<file path="config.mk">
export PLATFORM = sky130hd
export DESIGN_NAME = mem_port_arbiter
export DESIGN_NICKNAME = d
export VERILOG_FILES = /design/src/rtl/mem_arb_pkg.sv /design/src/rtl/rr_arb2.sv /design/src/rtl/mem_port_arbiter.sv
export SDC_FILE = /design/constraint.sdc
export NUM_CORES = 1
export LEC_CHECK = 0
export ABC_AREA = 0
export CAP_MARGIN = 20
export CORE_UTILIZATION = 39
export DETAILED_ROUTE_END_ITERATION = 6
export PLACE_DENSITY = 0.9
export SLEW_MARGIN = 20
export SYNTH_ARGS = -nofsm -noshare
export SYNTH_HDL_FRONTEND = slang
export SYNTH_SLANG_ARGS = --single-unit
export TNS_END_PERCENT = 20
</file>
<file path="constraint.sdc">
create_clock -name clk -period 2.3 [get_ports clk]
set_input_delay 0.69 -clock clk [delete_from_list [all_inputs] [get_ports clk]]
set_output_delay 0.69 -clock clk [all_outputs]
set_load 0.01 [all_outputs]
</file>
<file path="src/rtl/mem_arb_pkg.sv">
// Shared types for the memory port arbiter: FSM states, requester ids
// and the byte-mask width.
package mem_arb_pkg;

    localparam int MASK_W = 4;

    typedef enum logic [1:0] {
        IDLE = 2'd0,
        REQ  = 2'd1,
        WAIT = 2'd2,
        RESP = 2'd3
    } arb_state_t;

    typedef enum logic {
        REQ_IFU = 1'b0,
        REQ_LSU = 1'b1
    } req_id_t;

endpackage

</file>
<file path="src/rtl/rr_arb2.sv">
// Two-input round-robin arbiter. Bit 0 is the IFU, bit 1 the LSU.
// A lone requester always wins; on a tie the requester that was not
// granted last time wins.
module rr_arb2
    import mem_arb_pkg::*;
(
    input  logic [1:0] req,
    input  req_id_t    last_grant,
    output logic [1:0] gnt
);

    // One-hot grant, with the tie resolved away from the previous winner
    always_comb begin
        gnt = 2'b00;
        if (req == 2'b11) begin
            gnt = (last_grant == REQ_IFU) ? 2'b10 : 2'b01;
        end else begin
            gnt = req;
        end
    end

endmodule

</file>
<file path="src/rtl/mem_port_arbiter.sv">
// Shares a single memory port between the instruction fetch unit and the
// load/store unit. One transaction is in flight at a time; the response is
// routed back to whichever requester owns it, and a watchdog turns a
// missing memory response into an error response.
module mem_port_arbiter
    import mem_arb_pkg::*;
#(
    parameter int ADDR_W  = 32,
    parameter int DATA_W  = 32,
    parameter int TIMEOUT = 255
) (
    input  logic              clk,
    input  logic              reset,

    input  logic              ifu_req_valid,
    output logic              ifu_req_ready,
    input  logic [ADDR_W-1:0] ifu_addr,
    output logic              ifu_rsp_valid,
    output logic [DATA_W-1:0] ifu_rsp_data,
    output logic              ifu_rsp_err,

    input  logic              lsu_req_valid,
    output logic              lsu_req_ready,
    input  logic [ADDR_W-1:0] lsu_addr,
    input  logic              lsu_wen,
    input  logic [DATA_W-1:0] lsu_wdata,
    input  logic [MASK_W-1:0] lsu_wmask,
    output logic              lsu_rsp_valid,
    output logic [DATA_W-1:0] lsu_rsp_data,
    output logic              lsu_rsp_err,

    output logic              mem_req_valid,
    input  logic              mem_req_ready,
    output logic [ADDR_W-1:0] mem_addr,
    output logic              mem_wen,
    output logic [DATA_W-1:0] mem_wdata,
    output logic [MASK_W-1:0] mem_wmask,
    input  logic              mem_rsp_valid,
    input  logic [DATA_W-1:0] mem_rsp_data
);

    // Counter is wide enough to hold TIMEOUT-1 with a spare bit so that
    // saturation can never alias back onto the timeout value.
    localparam int              CNT_W    = $clog2(TIMEOUT) + 1;
    localparam logic [CNT_W-1:0] CNT_LAST = CNT_W'(TIMEOUT - 1);

    arb_state_t        state;
    arb_state_t        state_next;
    req_id_t           last_grant;
    req_id_t           owner;

    logic [ADDR_W-1:0] lat_addr;
    logic              lat_wen;
    logic [DATA_W-1:0] lat_wdata;
    logic [MASK_W-1:0] lat_wmask;
    logic [CNT_W-1:0]  wdog_cnt;
    logic [DATA_W-1:0] rsp_data;
    logic              rsp_err;

    logic [1:0]        gnt;
    logic              accept;
    logic              wdog_expired;

    rr_arb2 u_rr_arb2 (
        .req        ({lsu_req_valid, ifu_req_valid}),
        .last_grant (last_grant),
        .gnt        (gnt)
    );

    // Readiness is gated by reset so nothing is accepted while reset is held
    assign accept       = (state == IDLE) && reset && (gnt != 2'b00);
    assign wdog_expired = (wdog_cnt == CNT_LAST);

    assign mem_addr  = lat_addr;
    assign mem_wen   = lat_wen;
    assign mem_wdata = lat_wdata;
    assign mem_wmask = lat_wmask;

    // State register
    always_ff @(posedge clk or negedge reset) begin
        if (!reset) begin
            state <= IDLE;
        end else begin
            state <= state_next;
        end
    end

    // Next-state logic; a response on the timeout cycle still counts as a response
    always_comb begin
        state_next = state;
        case (state)
            IDLE: if (accept) state_next = REQ;
            REQ:  if (mem_req_ready) state_next = WAIT;
            WAIT: if (mem_rsp_valid || wdog_expired) state_next = RESP;
            RESP: state_next = IDLE;
            default: state_next = IDLE;
        endcase
    end

    // Output decode: handshakes, downstream valid and the owner's response strobe
    always_comb begin
        ifu_req_ready = accept && gnt[0];
        lsu_req_ready = accept && gnt[1];
        mem_req_valid = (state == REQ);
        ifu_rsp_valid = 1'b0;
        ifu_rsp_data  = '0;
        ifu_rsp_err   = 1'b0;
        lsu_rsp_valid = 1'b0;
        lsu_rsp_data  = '0;
        lsu_rsp_err   = 1'b0;
        if (state == RESP) begin
            if (owner == REQ_IFU) begin
                ifu_rsp_valid = 1'b1;
                ifu_rsp_data  = rsp_data;
                ifu_rsp_err   = rsp_err;
            end else begin
                lsu_rsp_valid = 1'b1;
                lsu_rsp_data  = rsp_data;
                lsu_rsp_err   = rsp_err;
            end
        end
    end

    // Request latching, ownership tracking, watchdog and response capture
    always_ff @(posedge clk or negedge reset) begin
        if (!reset) begin
            last_grant <= REQ_IFU;
            owner      <= REQ_IFU;
            lat_addr   <= '0;
            lat_wen    <= 1'b0;
            lat_wdata  <= '0;
            lat_wmask  <= '0;
            wdog_cnt   <= '0;
            rsp_data   <= '0;
            rsp_err    <= 1'b0;
        end else begin
            case (state)
                IDLE: begin
                    if (accept) begin
                        if (gnt[1]) begin
                            owner      <= REQ_LSU;
                            last_grant <= REQ_LSU;
                            lat_addr   <= lsu_addr;
                            lat_wen    <= lsu_wen;
                            lat_wdata  <= lsu_wdata;
                            lat_wmask  <= lsu_wmask;
                        end else begin
                            owner      <= REQ_IFU;
                            last_grant <= REQ_IFU;
                            lat_addr   <= ifu_addr;
                            lat_wen    <= 1'b0;
                            lat_wdata  <= '0;
                            lat_wmask  <= '0;
                        end
                    end
                end
                REQ: begin
                    if (mem_req_ready) begin
                        wdog_cnt <= '0;
                    end
                end
                WAIT: begin
                    if (mem_rsp_valid) begin
                        rsp_data <= lat_wen ? '0 : mem_rsp_data;
                        rsp_err  <= 1'b0;
                    end else if (wdog_expired) begin
                        rsp_data <= '0;
                        rsp_err  <= 1'b1;
                    end
                    if (wdog_cnt != '1) begin
                        wdog_cnt <= wdog_cnt + 1'b1;
                    end
                end
                default: begin
                end
            endcase
        end
    end

endmodule

</file>
== Word level (Yosys, flattened, before mapping) ==
Cells that the tools add are included.
Word-level totals
  output and inout port bits: 140
  bits of input ports: 139
  register bits after elaboration: 114
  word-level logic and storage cells: 64
Operators by class
  muxes and demuxes: 31
  equality and inequality tests: 10
  reduce and logical (&&, ||, !) cells: 13
  $add $sub $neg: 1
Operator list (count)
  $mux 32: 9
  $mux 9: 2
  $pmux 9 s2: 1
  $mux 1: 12
  $mux 2: 5
  $add 9x1->9 const B: 1
  $eq 9x8->1 const B: 1
  $ne 9x9->1 const B: 1
  $pmux 2 s4: 1
  $eq 2x2->1 const B: 3
  $ne 2x2->1 const B: 3
  $reduce_and 3->1: 2
  $reduce_bool 2->1: 3
  $logic_and 1x1->1: 4
  $mux 4: 1
  $reduce_and 2->1: 2
  $eq 2x1->1 const B: 1
  $logic_not 2->1: 1
  $ne 2x1->1 const B: 1
  $logic_or 1x1->1: 1

== Depth between registers and ports, before layout ==
  word-level depth: 6
  depth in mapped cells: 8
  depth with buffers taken out: 8

== Hierarchy ==
Synthesis repeated with hierarchy kept, for this count alone.
Unflattened totals
  cell total of the unflattened synthesis: 454
  area, all modules: 5133.7 µm²
By module, submodules not included
  mem_port_arbiter: sequential area each 2852.7 µm², times used 1, area an instance 5114.9 µm², cells an instance 451
  rr_arb2: sequential area each 0.0 µm², times used 1, area an instance 18.8 µm², cells an instance 3

== Worst setup path after synthesis ==
No wires, ideal clock.
  path kind: input -> output
  start: in lsu_req_valid
  end: out ifu_req_ready
  buffers on the path: 2
  data required time: 1610 ps
  arrival time: 1608 ps
  path slack: 2 ps
  stages on the path: 4
  path through: o211ai_1 -> clkbuf_1 -> clkbuf_1 -> nor2_1
On the way
  cells in the longest elaborated chain, start to end: 5
Ends and longest elaborated chain
  start, declared: RTL line mem_port_arbiter.sv:22  | input logic lsu_req_valid,
  $eq 2x2->1: RTL line rr_arb2.sv:15  | if (req == 2'b11) begin
  $mux 2 *: RTL line rr_arb2.sv:15
  $reduce_bool 2->1: RTL line mem_port_arbiter.sv:71  | assign accept = (state == IDLE) && reset && (gnt != 2'b00);
  $logic_and 1x1->1: RTL line mem_port_arbiter.sv:71
  $logic_and 1x1->1 *: RTL line mem_port_arbiter.sv:102  | ifu_req_ready = accept && gnt[0];
  end, declared: RTL line mem_port_arbiter.sv:16  | output logic ifu_req_ready,
Mark *: on every way between the ends. The rest lies on a longest branch, timed or not.

== Worst setup path after layout ==
  start: reg state[1]
  end: out ifu_rsp_data[29]
On the way
  cells in the longest elaborated chain, start to end: 2
Ends and longest elaborated chain
  start, declared: RTL line mem_port_arbiter.sv:47  | arb_state_t state;
  start signal, assigned: RTL line mem_port_arbiter.sv:84  | state <= state_next;
  $eq 2x2->1: RTL line mem_port_arbiter.sv:111  | if (state == RESP) begin
  $mux 32: RTL line mem_port_arbiter.sv:111
  end, declared: RTL line mem_port_arbiter.sv:19  | output logic [DATA_W-1:0] ifu_rsp_data,
No other way between the ends.

==> reports/metrics.yaml <==
violations: "negative setup slack"
hpwl_um: 11510
final_common_cell: "clkdlybuf4s50_1"
crit_buf_inv: 3
share_comb_of_total_power_pct: 43.6
cts_max_level: 4
area_delta_synth_final_pct: 70.52
grt_pass1_wl_um: 24810
hold_class: "in -> async"
critical_path.most_common_cell: "buf_6"
portBuffers: 278
syn-num-nets: 599
clockRootBuffer: "clkbuf_16"
layout_common_cells: "clkdlybuf4s50_1 (204), dfrtp_1 (113), a22o_1 (69)"
worst_slew_pin_slew_ns: 0.9830
leakagePower_nw: 4.183
num_vias: 4814
status: "finished, violations left"
num_io_pins: 279
die_area_mm2: 0.01372
maxSlewHeadroom_pct: 34.47
grt_pass1_vias: 4828
cp-end-kind: "primary output"
multi_input_area_mm2: 0.002246
slowest_stage: "dfrtp_1"
synth_top_family_by_area: "compound AO/OA/AOI/OAI gates"
timing.hold.ws_ns: 0.2353
ys_types: 40
nNetsFinal: 890
grt_start_max_net_pins: 103
fin_ws_ns: -0.07879
grt.total_usage_pct: 24.20
initialDrtViolationCount: 377
grt_setup_unrepaired: "yes"
p_int_mw: 7.194
placed_cells: 888
critPathArrivalTime_ns: 1.69
clk_path_buf_depth: 2
antenna_left: 0
skew_ns: 0.01627
cp-start-kind: "flip-flop"
core_mm2: 0.01277
place_area_mm2: 0.008167
drv_cap: 0
finalCritPeriodShare_pct: 103.4
syn-cell-area_mm2: 0.005169
synth_compound_area_share_pct: 18.06
setup_tns_ns: -1.602
synth_fa_ha_area_share_pct: 1.695
syn_area_per_cell_um2: 11.41
vdd_drop_max_v: 0.0006875
synth_cells: 453
period_needed_ns: 2.379
die_x_um: 117.1
die_h_um: 117.1
fillers: 884
p_sw_mw: 3.590
drive_above_1_share_pct: 23.15
cp_slowest_stage_delay_ns: 0.41
yosys_warnings: 0
diodes: 0
p_sw_share_pct: 33.29
clockPowerShare_pct: 23.7
seq_area_frac_synth_pct: 55.19
gp_congestion: 0.8424
ys_seq_elements: 114
pwr-share-seq_pct: 32.6
postCtsHoldBufs: 0
p_per_area_mw_per_mm2: 1224
yosys.area_share.simple_pct: 14.11
seq_area_mm2: 0.002854
critPathRequiredTime_ns: 1.61
insertion_delay_ns: 0.41
setup_viol_count_final: 30
fmaxAchievable_mhz: 420.4
criticalPathCategory: "reg -> out"
vias_per_cell: 5.188
num_rows: 41
drt-pass1-iter-count: 5
path_cells: "ha_4 > nor2b_4 > buf_6 > clkbuf_16 > and2_4 > buf_6"
cts_tree: "done"
routedWlPerCell_um: 18.28
overflow: 0
numCtsBuffers: 17
final_cells: 928
antenna_found_initial: 0
critPathMaxFanout: 5
synth_mux_area_share_pct: 6.415
postLayoutCoreUtil_pct: 69.00
yosys.area_share.xor_xnor_pct: 0.5084
route.detailed.drc: 0
clock_sinks: 114
hold_violations: 0
clkSlewWorstSetupHoldPaths_ns: 0.05
crit_family: "flip-flops"
routed_wl_um: 16970
design_area_mm2: 0.008813
finalMaxSlewViolations: 0
initial_core_util_pct: 40.46
-- flip-flops by register name (all words and copies together) (netlist names) --
name       count
mem_addr      32
mem_wdata     32
rsp_data      32
wdog_cnt       9
mem_wmask      4
state          2
mem_wen        1
owner          1
rsp_err        1
-- repair_timing --
item,in CTS,in global routing
pin swaps,4,3
buffers inserted,6,1
setup endpoints to repair,72,100
gates resized for setup,324,37
cloned,3,1
-- cell families (layout without fill, tap and decap cells) --
group | count (synthesis) | in the layout
flops | 114 | 114
fa+ha+maj | 7 | 7
xor+xnor | 3 | 3
mux | 33 | 33
compound gates | 124 | 124
buf+inv | 42 | 345
simple gates | 130 | 130
-- cell type report --
cell class	count	share of cell area [%]
Inverter	6	0.2555
Tap cell	172	2.442
Clock inverter	10	1.235
Multi-Input combinational cell	297	25.48
Clock buffer	21	5.338
Timing Repair Buffer	308	32.86
Sequential cell	114	32.38
-- metrics by stage --
step                      total power [mW]  worst slack, ns
final                                10.78         -0.07879
after global routing                 11.35          -0.1344
after CTS                            10.69          -0.2221
after detailed placement             7.831          -0.6180
after global placement               7.623          -0.6139
after floorplan                      5.393         0.001985
-- cells in the mapped netlist --
master / number / area share (%)
a22oi_1: 1 / 0.15
nand3_2: 1 / 0.19
o21ai_2: 1 / 0.17
inv_1: 6 / 0.44
nand3_1: 2 / 0.19
and4_1: 1 / 0.17
mux2_2: 1 / 0.22
o2111ai_1: 2 / 0.34
xor2_1: 3 / 0.51
a22o_1: 69 / 12
o21ai_4: 1 / 0.31
ha_1: 7 / 1.7
nor2b_4: 1 / 0.27
or3_1: 1 / 0.12
dfrtp_1: 114 / 55
buf_4: 2 / 0.29
o21ai_0: 37 / 3.6
o31a_2: 1 / 0.19
a21oi_1: 4 / 0.39
o311ai_1: 1 / 0.17
o31ai_1: 2 / 0.29
and3_1: 34 / 4.1
and2_1: 36 / 4.4
nor3_1: 1 / 0.097
a2bb2oi_1: 1 / 0.17
a21oi_2: 1 / 0.17
o211ai_1: 2 / 0.29
and2b_4: 1 / 0.19
buf_2: 10 / 0.97
nor2_1: 6 / 0.44
nor4_1: 1 / 0.12
or4_1: 1 / 0.15
nor4b_4: 1 / 0.46
clkbuf_1: 20 / 1.5
or2b_1: 1 / 0.15
nand2_1: 41 / 3.0
a21o_1: 1 / 0.15
buf_6: 4 / 0.87
nor2b_1: 1 / 0.12
mux2i_1: 32 / 6.2
-- routing by layer --
metal  track usage (%)  part of all wire, %
met4             10.30                  2.2
met1             28.19                   39
met2             41.46                   51
met5                 0                    0
met3             7.415                  8.5
-- path summary, 6_finish.rpt --
path | startpoint | end | slack (ns) | depth (start not counted)
max | state[1] | ifu_rsp_data[29] | -0.08 | 6
min | reset | mem_addr[26] | 0.24 | 2
max reg2reg | wdog_cnt[0] | wdog_cnt[7] | 0.18 | 8
min reg2reg | mem_addr[2] | mem_addr[2] | 0.48 | 2
max in group asynchronous | reset | owner | 0.63 | 3
min in group clk | mem_addr[2] | mem_addr[2] | 0.48 | 2
-- power by group through the flow --
stage               sequential [mW]  clock, mW  combinational, mW
floorplan                      3.60          0               1.79
global placement               3.43          0               4.19
detailed placement             3.47          0               4.36
CTS                            3.49       2.61               4.59
global route                   3.61       2.70               5.04
finish                         3.52       2.56               4.71
Power figures use the tool's default switching activity.
